## src/rtl/change_dispenser_pkg.sv

```systemverilog
// ----------------------------------------------------------------------------
// change_dispenser_pkg
// Shared vending-machine definitions used by the change dispenser:
//   - default number of coin types and their default values (100/500/1000)
//   - FSM state encoding
//   - helper for the internal arithmetic width
// Ports: none (package).
// ----------------------------------------------------------------------------
package change_dispenser_pkg;

    localparam int CD_NUM_COINS = 3;
    localparam int COIN_W       = 32;

    // Index 0 is the smallest coin.
    localparam logic [CD_NUM_COINS*COIN_W-1:0] CD_DEFAULT_COIN_VALUES =
        {32'd1000, 32'd500, 32'd100};

    typedef enum logic [1:0] {
        ST_IDLE     = 2'd0,
        ST_SELECT   = 2'd1,
        ST_DISPENSE = 2'd2,
        ST_DONE     = 2'd3
    } state_t;

    // Width used to compare/subtract a 32-bit coin value against the
    // remaining amount. Always at least one bit wider than the amount so
    // the top slice of a difference is never empty.
    function automatic int calc_width(input int total_bits);
        return (total_bits >= COIN_W) ? total_bits + 1 : COIN_W;
    endfunction

endpackage

```

## src/rtl/change_dispenser_coin_select.sv

```systemverilog
// ----------------------------------------------------------------------------
// change_dispenser_coin_select
// Combinational coin chooser: returns the highest-index coin whose value is
// non-zero, not larger than the remaining amount, and currently available.
// Ports:
//   coin_value  packed coin values, index 0 smallest (COIN_W bits each)
//   remaining   remaining amount, zero-extended to CALC_W
//   avail       per-coin availability (inventory non-zero)
//   pick        one-hot chosen coin (zero when nothing fits)
//   found       a coin was chosen
// ----------------------------------------------------------------------------
module change_dispenser_coin_select
    import change_dispenser_pkg::*;
#(
    parameter int NUM_COINS = CD_NUM_COINS,
    parameter int CALC_W    = 32
) (
    input  logic [NUM_COINS*COIN_W-1:0] coin_value,
    input  logic [CALC_W-1:0]           remaining,
    input  logic [NUM_COINS-1:0]        avail,
    output logic [NUM_COINS-1:0]        pick,
    output logic                        found
);

    logic [CALC_W-1:0] value;

    // Ascending scan: a later (larger index) match overrides an earlier one,
    // so the highest qualifying index wins. Zero-valued coins are skipped so
    // a request can never loop forever.
    always_comb begin
        pick  = '0;
        found = 1'b0;
        value = '0;
        for (int i = 0; i < NUM_COINS; i++) begin
            value = CALC_W'(coin_value[i*COIN_W +: COIN_W]);
            if ((value != '0) && (value <= remaining) && avail[i]) begin
                pick    = '0;
                pick[i] = 1'b1;
                found   = 1'b1;
            end
        end
    end

endmodule

```

## src/rtl/change_dispenser.sv

```systemverilog
// ----------------------------------------------------------------------------
// change_dispenser
// Pays out a requested amount as a sequence of coins, largest first, one coin
// per hopper handshake, then reports any amount that could not be paid.
//
// Optional feature macro: CHANGE_INVENTORY_EN
//   defined   -> per-coin inventory counters, i_refill and o_inv_empty active
//   undefined -> unlimited inventory, i_refill ignored, o_inv_empty = 0
//
// Ports:
//   clk, reset_n        clock (rising edge), asynchronous active-low reset
//   i_req_valid/o_req_ready/i_req_amount   payout request
//   i_coin_value        packed coin values (32 bits each), index 0 smallest
//   o_dispense_valid/i_dispense_ready/o_dispense_coin   hopper eject (one-hot)
//   i_refill            per-coin refill pulse
//   o_inv_empty         per-coin inventory empty flag
//   o_done/o_remainder  one-cycle completion pulse with unpaid remainder
//   o_busy              high outside IDLE
//   o_state             current FSM state (debug)
//
// Handshakes: a transfer happens on a rising edge where valid and ready are
// both high. Request side: o_req_ready is high only in IDLE. Hopper side:
// o_dispense_valid/o_dispense_coin are held stable until i_dispense_ready is
// sampled high; the coin is counted only on that edge.
// ----------------------------------------------------------------------------
module change_dispenser
    import change_dispenser_pkg::*;
#(
    parameter int NUM_COINS  = CD_NUM_COINS,
    parameter int TOTAL_BITS = 31,
    parameter int INV_BITS   = 8,
    parameter int INV_INIT   = 10
) (
    input  logic                        clk,
    input  logic                        reset_n,
    input  logic                        i_req_valid,
    input  logic [TOTAL_BITS-1:0]       i_req_amount,
    output logic                        o_req_ready,
    input  logic [NUM_COINS*COIN_W-1:0] i_coin_value,
    output logic [NUM_COINS-1:0]        o_dispense_coin,
    output logic                        o_dispense_valid,
    input  logic                        i_dispense_ready,
    input  logic [NUM_COINS-1:0]        i_refill,
    output logic [NUM_COINS-1:0]        o_inv_empty,
    output logic                        o_done,
    output logic [TOTAL_BITS-1:0]       o_remainder,
    output logic                        o_busy,
    output state_t                      o_state
);

    localparam int CALC_W = calc_width(TOTAL_BITS);

    state_t                 state, state_next;
    logic [TOTAL_BITS-1:0]  remaining, remaining_next;
    logic [NUM_COINS-1:0]   sel_coin, sel_coin_next;
    logic [NUM_COINS-1:0]   pick;
    logic [NUM_COINS-1:0]   avail;
    logic                   found;
    logic [CALC_W-1:0]      rem_wide;
    logic [CALC_W-1:0]      sel_value;
    logic [CALC_W-1:0]      diff_wide;
    logic                   handshake;
    logic                   unused_diff_msb;

    assign rem_wide  = CALC_W'(remaining);
    assign handshake = (state == ST_DISPENSE) && i_dispense_ready;

    // Value of the latched coin.
    always_comb begin
        sel_value = '0;
        for (int i = 0; i < NUM_COINS; i++) begin
            if (sel_coin[i]) begin
                sel_value = sel_value | CALC_W'(i_coin_value[i*COIN_W +: COIN_W]);
            end
        end
    end

    // Selection guarantees sel_value <= remaining, so the difference always
    // fits in TOTAL_BITS and the upper bits are zero.
    assign diff_wide       = rem_wide - sel_value;
    assign unused_diff_msb = ^diff_wide[CALC_W-1:TOTAL_BITS];

    change_dispenser_coin_select #(
        .NUM_COINS (NUM_COINS),
        .CALC_W    (CALC_W)
    ) coin_select (
        .coin_value (i_coin_value),
        .remaining  (rem_wide),
        .avail      (avail),
        .pick       (pick),
        .found      (found)
    );

    // ------------------------------------------------------------------
    // FSM
    // ------------------------------------------------------------------
    always_ff @(posedge clk or negedge reset_n) begin
        if (!reset_n) begin
            state     <= ST_IDLE;
            remaining <= '0;
            sel_coin  <= '0;
        end else begin
            state     <= state_next;
            remaining <= remaining_next;
            sel_coin  <= sel_coin_next;
        end
    end

    // Outputs decode the registered state only, so an asynchronous reset
    // drops o_dispense_valid immediately.
    always_comb begin
        state_next       = state;
        remaining_next   = remaining;
        sel_coin_next    = sel_coin;
        o_req_ready      = 1'b0;
        o_dispense_valid = 1'b0;
        o_dispense_coin  = '0;
        o_done           = 1'b0;
        o_remainder      = '0;
        case (state)
            ST_IDLE: begin
                o_req_ready = 1'b1;
                if (i_req_valid) begin
                    remaining_next = i_req_amount;
                    state_next     = ST_SELECT;
                end
            end
            ST_SELECT: begin
                if (found) begin
                    sel_coin_next = pick;
                    state_next    = ST_DISPENSE;
                end else begin
                    state_next = ST_DONE;
                end
            end
            ST_DISPENSE: begin
                o_dispense_valid = 1'b1;
                o_dispense_coin  = sel_coin;
                if (i_dispense_ready) begin
                    remaining_next = diff_wide[TOTAL_BITS-1:0];
                    state_next     = ST_SELECT;
                end
            end
            ST_DONE: begin
                o_done      = 1'b1;
                o_remainder = remaining;
                state_next  = ST_IDLE;
            end
            default: begin
                state_next = ST_IDLE;
            end
        endcase
    end

    assign o_busy  = (state != ST_IDLE);
    assign o_state = state;

    // ------------------------------------------------------------------
    // Inventory
    // ------------------------------------------------------------------
`ifdef CHANGE_INVENTORY_EN
    localparam logic [INV_BITS-1:0] INV_INIT_V = INV_BITS'(INV_INIT);

    logic [INV_BITS-1:0] inventory [NUM_COINS];

    // A refill wins over a decrement, but a coin ejected in the same cycle
    // is still taken out of the fresh load.
    always_ff @(posedge clk or negedge reset_n) begin
        if (!reset_n) begin
            for (int i = 0; i < NUM_COINS; i++) begin
                inventory[i] <= INV_INIT_V;
            end
        end else begin
            for (int i = 0; i < NUM_COINS; i++) begin
                if (i_refill[i]) begin
                    inventory[i] <= (handshake && sel_coin[i]) ?
                                    INV_INIT_V - INV_BITS'(1) : INV_INIT_V;
                end else if (handshake && sel_coin[i] && (inventory[i] != '0)) begin
                    inventory[i] <= inventory[i] - INV_BITS'(1);
                end
            end
        end
    end

    always_comb begin
        avail = '0;
        for (int i = 0; i < NUM_COINS; i++) begin
            avail[i] = (inventory[i] != '0);
        end
    end

    assign o_inv_empty = ~avail;
`else
    localparam int unused_inv_cfg = INV_BITS + INV_INIT;

    logic unused_refill;

    assign avail         = '1;
    assign o_inv_empty   = '0;
    assign unused_refill = ^i_refill;
`endif

endmodule

```

## config.mk

```make
export PLATFORM = sky130hd
export DESIGN_NAME = change_dispenser
export DESIGN_NICKNAME = d
export VERILOG_FILES = /design/src/rtl/change_dispenser_pkg.sv /design/src/rtl/change_dispenser_coin_select.sv /design/src/rtl/change_dispenser.sv
export SDC_FILE = /design/constraint.sdc
export NUM_CORES = 1
export LEC_CHECK = 0
export ABC_AREA = 1
export BUFFER_PORTS_ARGS = -buffer_cell sky130_fd_sc_hd__buf_2
export CORE_MARGIN = 5
export CORE_UTILIZATION = 56
export CTS_CLUSTER_SIZE = 10
export DETAILED_ROUTE_END_ITERATION = 10
export PLACE_DENSITY_LB_ADDON = 0.05
export SLEW_MARGIN = 20
export SYNTH_ARGS = -nofsm -noshare
export SYNTH_HDL_FRONTEND = slang
export SYNTH_SLANG_ARGS = --single-unit
```

## constraint.sdc

```tcl
create_clock -name clk -period 3.1 [get_ports clk]
set_input_delay 0.31 -clock clk [delete_from_list [all_inputs] [get_ports clk]]
set_output_delay 0.31 -clock clk [all_outputs]
set_load 0.02 [all_outputs]
```

==> results.toml, run 1 <==
[clocking]
clk_pin_slew_worst_paths_ns = 0.07
tritoncts = "yes"
cts.root.buffer_cell = "clkbuf_16"
cts_buffer_depth = 2
clk_latency_ns = 0.30
cts_buffers = 5
cts.sinks = 36
htree_num_levels = 2
postCtsSetupBuffers = 0
cts_resized = 0
ctsHoldBuffers = 0

[run_status]
status = "completed"

[global_routing]
grt_overflow = 0
grt_start_max_net_pins = 49
grt_usage_pct = 33.1
grt_pass1_wl_um = 38000
grt_pass1_vias = 7511
antenna_found_initial = 1

[sta]
relSlewSlack_pct = 38.3
skew_ns = 0.0154
worst_slack_ns = 0.231
grt_setup_unrepaired = "no"
final-setup-viol-count = 0
hold_viol = 0
tns_ns = 0
slew_violations = 0
finalCritPeriodShare_pct = 92.5
min_period_ns = 2.87
clock.fmax_mhz = 349
worst_slew_pin_slew_ns = 0.926

[die]
core_um2 = 11900
die_h_um = 120
start_util_pct = 56.9
rows = 40
pin_count = 177
die-width_um = 120
die_area_um2 = 14400

[worst_setup_path]
startpoint_type = "register"
reg2reg_from = "sel_coin[0]$_DFFE_PN0P_"
worstPathMaxFanout = 12
cp_cell_sequence = "inv_1 -> o22ai_1 -> a21oi_1 -> ha_1 -> nand2_1 -> nor2_1 -> inv_1 -> nor3_2 -> nand4_1 -> nand4_1 -> nand3_1 -> nand2_1 -> o21ai_1"
critPathArrivalTime_ns = 3.02
worstPathBufferInverterCount = 2
startpoint = "sel_coin[0]$_DFFE_PN0P_"
worstPathRequired_ns = 3.25
slowest_delay_ns = 0.58
crit_path_end_kind = "register"
cp_top_family = "simple AND/OR/NAND/NOR gates"
slowest_stage = "dfrtp_1"
worstSetupPathType = "register to register"

[power]
p_total_w = 0.00950
irDropWorstVdd_mv = 1.01
power.density_nw_per_um2 = 1190
leakage_nw = 4.24

[run]
cap_violations = 0

[drt]
routed_via_density = 5.79
met2_length_um = 10600
drtAntennaViolNets = 0
drc = 0
vias = 8028
wl_met1_um = 11000
wire_per_inst_um = 17.6
wirelength_um = 24400
dr.pass1.iters = 5
drt-initial-drc-count = 693
met3RoutedLength_um = 2300
top_layer = "met4"

[final_layout]
area_delta_synth_final_pct = 17.3
finalNetCount = 1497
final_cell_area_um2 = 7950
final_cell_mix = "246 x nand2_1, 170 x buf_2, 141 x nor2_1"
n_fill_cell = 1179
final_common_cell = "nand2_1"
drive_gt1_share_pct = 18.3
finish.utilization_pct = 66.7

[logic_synthesis]
synthCells = 1076
synth_cell_types = 52
ys_seq_area_share_pct = 13.3
synth_area_um2 = 6770
syn_avg_cell_area_um2 = 6.29
yosys_warnings = 0
ys_seq_elements = 36

[placement]
dp_hpwl_um = 20500
place_ws_ns = 0.332
dpl_cell_area_um2 = 7770
globalplace.congestion = 1.00
port_buffers = 170

[min_path]
hp-class = "input port to async pin"
cell families after synthesis:
group | Yosys count | share of synthesized area, %
buffers and inverters | 147 | 8.48
other | 1 | 0.0554
DFF | 36 | 13.3
AOI/OAI and AO/OA | 245 | 20.8
xor gates and xnor gates | 15 | 1.94
adders and majority gates | 125 | 23.2
and+or+nand+nor | 507 | 32.2
registers in the layout, indices dropped and copies added, names as in the netlist:
| signal | count |
|---|---|
| remaining | 31 |
| sel_coin | 3 |
| o_state | 2 |
per-stage QoR:
step           hold slack [ns]  std cells
2_1_floorplan           0.0144       1078
3_3_place_gp             0.491       1378
3_5_place_dp             0.492       1378
4_1_cts                  0.182       1386
5_1_grt                  0.219       1387
6_report                 0.145       1387
cell type report:
cell class,count,area (um2),share of cell area [%]
multi-input combinational,895,5310,66.8
timing repair buffer,180,926,11.6
sequential,36,901,11.3
inverter,120,450,5.67
tap,147,184,2.31
clock buffer,5,125,1.57
clock inverter,3,46.3,0.582
antenna,1,2.50,0.0315
cell usage after synthesis, drive strengths merged:
master   count  area share (%)
xnor2        5            0.65
nand3       39             3.0
dfrtp       36              13
o21bai       2            0.22
a31oi        2            0.18
conb         1           0.055
clkinv       1           0.055
or2          2            0.18
clkbuf      16            0.89
nand3b       2            0.22
a21o         6            0.70
o21a         9             1.0
nand2      257              15
nor4        21             1.9
xor2        10             1.3
and2         1           0.092
nand4       24             2.2
o22ai       17             1.7
inv        119             6.6
a31o         1            0.13
ha         124              23
a21boi       1            0.11
a22oi        2            0.22
o2111ai      1            0.13
a21oi      114             8.8
nor3b        1            0.18
o211ai       6            0.74
and2b        1            0.11
nor3        12             1.1
nor2       147             8.5
o21ai       76             5.8
fa           1            0.30
a22o         8             1.0
buf         11            0.94
final timing paths:
path / depth (start not counted) / slack [ns] / end
hold reg to reg: 2 / 0.52 / remaining[27]$_DFFE_PN0P_
min in group clk: 3 / 0.27 / remaining[0]$_DFFE_PN0P_
setup reg to reg: 13 / 0.23 / remaining[17]$_DFFE_PN0P_
max in group asynchronous: 1 / 2.36 / remaining[22]$_DFFE_PN0P_
hold / removal: 1 / 0.14 / remaining[4]$_DFFE_PN0P_
setup / recovery: 13 / 0.23 / remaining[17]$_DFFE_PN0P_
power breakdown:
part	internal (W)	switching [W]	leakage [nW]
Combinational	0.00273	0.00520	3.72
Sequential	0.000719	0.000221	0.436
Clock	0.000383	0.000241	0.0804
metal layers:
metal	global-route usage, %	vias up
li1	-	3975
met5	0	-
met2	51.9	352
met4	8.88	0
met3	4.95	40
met1	47.4	3661
Power figures use the tool's default switching activity.
==> run 2: changes to the inputs <==
--- a/config.mk
+++ b/config.mk
@@ -5,11 +5,9 @@
 export SDC_FILE = /design/constraint.sdc
 export NUM_CORES = 1
 export LEC_CHECK = 0
-export ABC_AREA = 1
 export BUFFER_PORTS_ARGS = -buffer_cell sky130_fd_sc_hd__buf_2
 export CORE_MARGIN = 5
-export CORE_UTILIZATION = 56
-export CTS_CLUSTER_SIZE = 10
+export CORE_UTILIZATION = 54
 export DETAILED_ROUTE_END_ITERATION = 10
 export PLACE_DENSITY_LB_ADDON = 0.05
 export SLEW_MARGIN = 20
==> run 2 against run 1 <==
Effect of this change:
- the flow now finishes with violations (setup timing)
- final cell count is 16% lower
- routed wire length rose by 17%
- hold slack improved by 0.028 ns
- via count up 1.9%
- largest cell class unchanged
==> results.toml, run 2 <==
[worst_setup_path]
worstSetupPathType = "register to register"
worstPathMaxFanout = 8
critPathArrivalTime_ns = 3.76
worstPathRequired_ns = 3.26
startpoint_type = "register"
crit_path_end_kind = "register"

[power]
p_switching_w = 0.00535
leakage_nw = 4.48
irDropWorstVdd_mv = 0.940
switching_share_pct = 53.2
power.density_nw_per_um2 = 1180
combinationalPowerShare_pct = 83.7
p_total_w = 0.0100
internal_power_w = 0.00470
p_clk_share_pct = 5.9
p_seq_share_pct = 10.4

[drt]
drc = 0
dr.pass1.iters = 7
drtAntennaViolNets = 0
vias = 8179
drt-initial-drc-count = 1145
routed_via_density = 7.00
wire_per_inst_um = 24.4
wirelength_um = 28600

[final_layout]
final_cell_mix = "170 x buf_2, 118 x ha_1, 108 x buf_4"
regMostFlops = "remaining"
final_cell_area_um2 = 8490
final_cells = 1169
finalNetCount = 1284
drive_gt1_share_pct = 36.2
final_common_cell = "buf_2"
largest_register_ffs = 31
finish.utilization_pct = 75.0
area_delta_synth_final_pct = 37.9
antenna_cells = 0

[clocking]
htree_num_levels = 2
cts_buffer_depth = 2
tritoncts = "yes"
ctsHoldBuffers = 0
cts.root.buffer_cell = "clkbuf_16"
cts_buffers = 5
clk_latency_ns = 0.29
clk_pin_slew_worst_paths_ns = 0.06
cts.sinks = 36

[die]
die_h_um = 117
rows = 39
start_util_pct = 54.4
core_um2 = 11300
die-width_um = 117
die_area_um2 = 13600
pin_count = 177

[logic_synthesis]
syn_avg_cell_area_um2 = 7.96
netlist.area_leader.share_pct = 25.2
yosys-top-cells-count = "124 x ha_1, 62 x a21oi_1, 52 x a21o_1"
synthCells = 774
synth-main-ff-cell = "dfrtp_1"
synth_cell_types = 57
yosys_warnings = 0
async_reset_ff_share_pct = 100
ys_seq_area_share_pct = 14.6
synth_edf_count = 0
synth_area_um2 = 6160
ys_seq_elements = 36
synth.largest_area_cell = "ha_1"
yosys.cell_count.top_type = "ha_1"
synth_top_cells_by_area = "ha_1 25%, dfrtp_1 15%, a21o_1 6.3%, a21oi_1 5.0%, a222oi_1 5.0%"

[sta]
final-setup-viol-count = 21
skew_ns = 0.00722
worst_slack_ns = -0.506
slew_violations = 0
clock.fmax_mhz = 277
grt_setup_unrepaired = "yes"
finalCritPeriodShare_pct = 116
min_period_ns = 3.61
relSlewSlack_pct = 36.1
worst_slew_pin_slew_ns = 0.959
tns_ns = -5.59
hold_viol = 0

[placement]
globalplace.congestion = 1.06
dp_hpwl_um = 21000
place_inst = 1144
port_buffers = 170
dpl_cell_area_um2 = 7790

[min_path]
hp-class = "input port to async pin"

[global_routing]
grt_overflow = 0
grt_pass1_vias = 7333
grt_start_max_net_pins = 38
antenna_found_initial = 0
grt_pass1_wl_um = 38700
grt_usage_pct = 36.6

[run_status]
status = "complete, but fails checks"
violations = "setup timing"

[run]
cap_violations = 0
## run 2: changes by cell type in the layout (fill, tap and decap cells not counted), sizes merged, moves of 13 or more
cell    before  now
nor2       147   37
a222oi       0   31
o21ai       76   29
a21o         6   52
o22ai       17    4
a21oi      114   63
inv        120   47
buf        180  285
a211oi       0   14
and3         0   38
nand2      257   45
nand3       39   18
## run 2: kinds of logic (layout without fill, tap and decap cells)
kind of cell,count (synthesis),after routing,share of synthesized area (%)
simple gates,243,243,21.2
buf+inv,91,341,5.73
flops,36,36,14.6
compound gates,249,249,28.7
mux,4,4,0.650
xor+xnor,25,25,3.55
other cells,1,3,0.0609
fa+ha+maj,125,125,25.5
## run 2: timing repair
action	in CTS	in global routing
pin swaps	28	44
setup buffers	12	9
gates resized for setup	34	59
setup endpoints to repair	17	27
## run 2: area by class of cell
type,count,area (um2)
clock inverter,2,35.0
timing repair buffer,285,1750
clock buffer,6,129
tap,143,179
fill,827,2830
multi-input combinational,649,5320
sequential,36,902
inverter,48,180
## run 2: power by group through the flow
stage / clock (W) / sequential, W / combinational (W)
6_report: 0.000594 / 0.00104 / 0.00841
4_1_cts: 0.000598 / 0.000999 / 0.00715
5_1_grt: 0.000621 / 0.00106 / 0.00884
3_3_place_gp: 0 / 0.000974 / 0.00645
3_5_place_dp: 0 / 0.000997 / 0.00673
2_1_floorplan: 0 / 0.000868 / 0.00443
## run 2: path summary, 6_finish.rpt
check | startpoint | endpoint | slack (ns) | cells after the start
max in group asynchronous | reset_n | sel_coin[0]$_DFFE_PN0P_ | 2.27 | 1
worst min-delay path | reset_n | remaining[8]$_DFFE_PN0P_ | 0.17 | 1
worst max-delay path | sel_coin[1]$_DFFE_PN0P_ | remaining[24]$_DFFE_PN0P_ | -0.51 | 12
min in group clk | i_req_amount[23] | remaining[23]$_DFFE_PN0P_ | 0.25 | 3
worst max register to register | sel_coin[1]$_DFFE_PN0P_ | remaining[24]$_DFFE_PN0P_ | -0.51 | 12
worst min register to register | remaining[0]$_DFFE_PN0P_ | remaining[0]$_DFFE_PN0P_ | 0.57 | 2
## run 2: metrics by stage
step	hold slack [ns]	setup WS, ns
4_1_cts	0.196	-0.231
6_report	0.173	-0.506
3_3_place_gp	0.474	-0.231
5_1_grt	0.236	-0.629
3_5_place_dp	0.490	-0.317
2_1_floorplan	0.0144	0.00491
## run 2: layer usage
layer | track usage [%] | part of all wire [%] | vias to the layer above | wire (um)
li1 | - | - | 3512 | -
met1 | 51.3 | 39 | 3860 | 11200
met2 | 59.2 | 44 | 679 | 12700
met3 | 6.84 | 13 | 128 | 3600
met4 | 7.57 | 3.7 | 0 | 1050
met5 | 0 | 0 | - | 0
## run 2: worst max-delay path, stage by stage, from the launching register on
cell	delay, ns
dfrtp_1	0.41
buf_12	0.15
a222oi_1	0.60
ha_1	0.38
and3_4	0.19
a221oi_4	0.33
o21bai_2	0.15
a2111oi_4	0.42
o311ai_2	0.15
a21oi_2	0.30
o31ai_2	0.10
xnor2_1	0.16
o221ai_1	0.12
==> run 3: changes to the inputs <==
==> constraint.sdc (replaced) <==
create_clock -name clk -period 3.54 [get_ports clk]
set_input_delay 0.354 -clock clk [delete_from_list [all_inputs] [get_ports clk]]
set_output_delay 0.354 -clock clk [all_outputs]
set_load 0.02 [all_outputs]
==> run 3 against run 2 <==
Effect of this change:
- routed wire length fell by 17%
- design area fell by 12%
- maximum frequency rose by 5.2%
- count of clock-buffer cells in the layout rose by 2
- power fell by 31%
- via count fell by 12%
- global-route usage fell by 3.5 points
- register-to-register slack improved by 0.62 ns
- largest power group unchanged
- the flow now finishes without violations
- highest routed layer unchanged
- critical endpoint is now remaining[22]$_DFFE_PN0P_
- final cell count fell by 6.8%
==> results.toml, run 3 (same netlist as run 2, synthesis figures left out) <==
[die]
core_um2 = 11300
pin_count = 177
die_area_um2 = 13600
start_util_pct = 54.4
rows = 39
die_h_um = 117
die-width_um = 117

[sta]
hold-worst-slack_ns = 0.172
finalCritPeriodShare_pct = 96.9
clock.fmax_mhz = 292
min_period_ns = 3.43
hold_viol = 0
worst_slew_pin_slew_ns = 0.863
slew_violations = 0
skew_ns = 0.00362
grt_setup_unrepaired = "yes"
relSlewSlack_pct = 42.5
final-setup-viol-count = 0

[worst_setup_path]
reg2reg_from = "sel_coin[1]$_DFFE_PN0P_"
slowest_stage = "a222oi_1"
reg2reg_to = "remaining[22]$_DFFE_PN0P_"
crit_path_end = "remaining[22]$_DFFE_PN0P_"
worstPathRequired_ns = 3.70
worstPathMaxFanout = 12
startpoint = "sel_coin[1]$_DFFE_PN0P_"
r2r_setup_slack_ns = 0.11
startpoint_type = "register"
worstSetupPathType = "register to register"
rr_worst_depth = 12
critPathArrivalTime_ns = 3.59
slowest_delay_ns = 0.53
cp_cell_sequence = "buf_4 -> a222oi_1 -> ha_1 -> a21oi_1 -> nand2_1 -> o21bai_2 -> a2111oi_4 -> o311ai_2 -> a21oi_2 -> o31ai_2 -> mux2i_1 -> o211ai_1"
crit_path_end_kind = "register"

[drt]
dr.pass1.iters = 10
wirelength_um = 23600
wire_per_inst_um = 21.7
drc = 0
drt-initial-drc-count = 908
vias = 7187
drtAntennaViolNets = 0
routed_via_density = 6.59

[placement]
globalplace.congestion = 0.992
dp_hpwl_um = 19400
port_buffers = 170

[final_layout]
finish.utilization_pct = 66.3
final_cell_mix = "170 x buf_2, 121 x ha_1, 61 x a21oi_1"
final_common_cell = "buf_2"
drive_gt1_share_pct = 24.7
largest_register_ffs = 31
regMostFlops = "remaining"
area_delta_synth_final_pct = 21.8
finalNetCount = 1205
antenna_cells = 0

[power]
combinationalPowerShare_pct = 80.4
p_switching_w = 0.00375
power.density_nw_per_um2 = 929
irDropWorstVdd_mv = 0.636
switching_share_pct = 53.8
leakage_nw = 3.99
p_seq_share_pct = 12.9
internal_power_w = 0.00322
p_clk_share_pct = 6.7

[clocking]
cts_buffer_depth = 2
cts.sinks = 36
cts.root.buffer_cell = "clkbuf_16"
tritoncts = "yes"
clk_latency_ns = 0.29
clk_pin_slew_worst_paths_ns = 0.06
htree_num_levels = 2
cts_buffers = 5

[min_path]
hp-class = "input port to async pin"

[global_routing]
grt_start_max_net_pins = 37
grt_pass1_wl_um = 35200
antenna_found_initial = 0
grt_overflow = 0
grt_usage_pct = 33.2
grt_pass1_vias = 6624

[run]
cap_violations = 0

[run_status]
status = "completed"
-- run 3: cell count changes in the layout (fill, tap and decap cells not counted), sizes merged --
cell and delta:
buf -79, clkinv -1, clkbuf +2, bufinv -1
-- run 3: per-stage QoR --
| step | power [W] | cells | instance area (um2) | TNS [ns] | setup WS, ns |
|---|---|---|---|---|---|
| after CTS | 0.00659 | 1078 | 7360 | 0 | 0.0236 |
| after global placement | 0.00589 | 1070 | 7210 | 0 | 0.0474 |
| after detailed placement | 0.00608 | 1070 | 7210 | -0.0606 | -0.0406 |
| after floorplan | 0.00459 | 776 | 6170 | 0 | 0.182 |
| final | 0.00697 | 1090 | 7500 | 0 | 0.111 |
| after global routing | 0.00756 | 1090 | 7500 | -0.0441 | -0.0362 |
-- run 3: power groups by stage --
stage,clock [W],combinational [W],sequential (W)
after detailed placement,0,0.00518,0.000898
after CTS,0.000467,0.00523,0.000894
final,0.000464,0.00561,0.000900
after global placement,0,0.00501,0.000884
after global routing,0.000487,0.00614,0.000928
after floorplan,0,0.00383,0.000760
-- run 3: final cells by class --
cell class	count	area (um2)
Fill cell	1008	3820
Sequential cell	36	903
Tap cell	143	179
Inverter	48	180
Timing Repair Buffer	206	1120
Clock buffer	8	146
Multi-Input combinational cell	649	4970
-- run 3: worst min path at each step --
stage                        from                        to  slack, ns  cells past startpoint
after CTS                 reset_n  remaining[9]$_DFFE_PN0P_       0.20                      1
after global placement    reset_n  remaining[8]$_DFFE_PN0P_       0.50                      1
final                     reset_n  remaining[8]$_DFFE_PN0P_       0.17                      1
after floorplan           reset_n    o_state[0]$_DFFE_PN0P_       0.06                      0
after detailed placement  reset_n  remaining[9]$_DFFE_PN0P_       0.51                      1
after global routing      reset_n  remaining[8]$_DFFE_PN0P_       0.23                      1
-- run 3: worst max-delay path, delay by kind of cell (launching register included) --
family / cells / cell delay, ns
flip-flops: 1 / 0.46
AND/OR/NAND/NOR: 1 / 0.10
AO/OA/AOI/OAI: 8 / 1.96
buffers and inverters: 1 / 0.20
multiplexers: 1 / 0.17
adder cells (fa/ha/maj): 1 / 0.41
-- run 3: what timing repair did --
| action | 4_1_cts | 5_1_grt |
|---|---|---|
| resized for setup | 1 | 11 |
| setup buffers | 0 | 12 |
| hold buffers | 0 | 0 |
| pin swaps | 0 | 15 |
| setup endpoints to repair | 2 | 8 |
-- run 3: per-layer routing --
| layer | vias up | GRT usage (%) | routed length, um |
|---|---|---|---|
| met3 | 47 | 4.37 | 2690 |
| met2 | 456 | 51.9 | 10300 |
| met4 | 0 | 7.57 | 476 |
| li1 | 3352 | - | - |
| met1 | 3332 | 48.7 | 10200 |
| met5 | - | 0 | 0 |
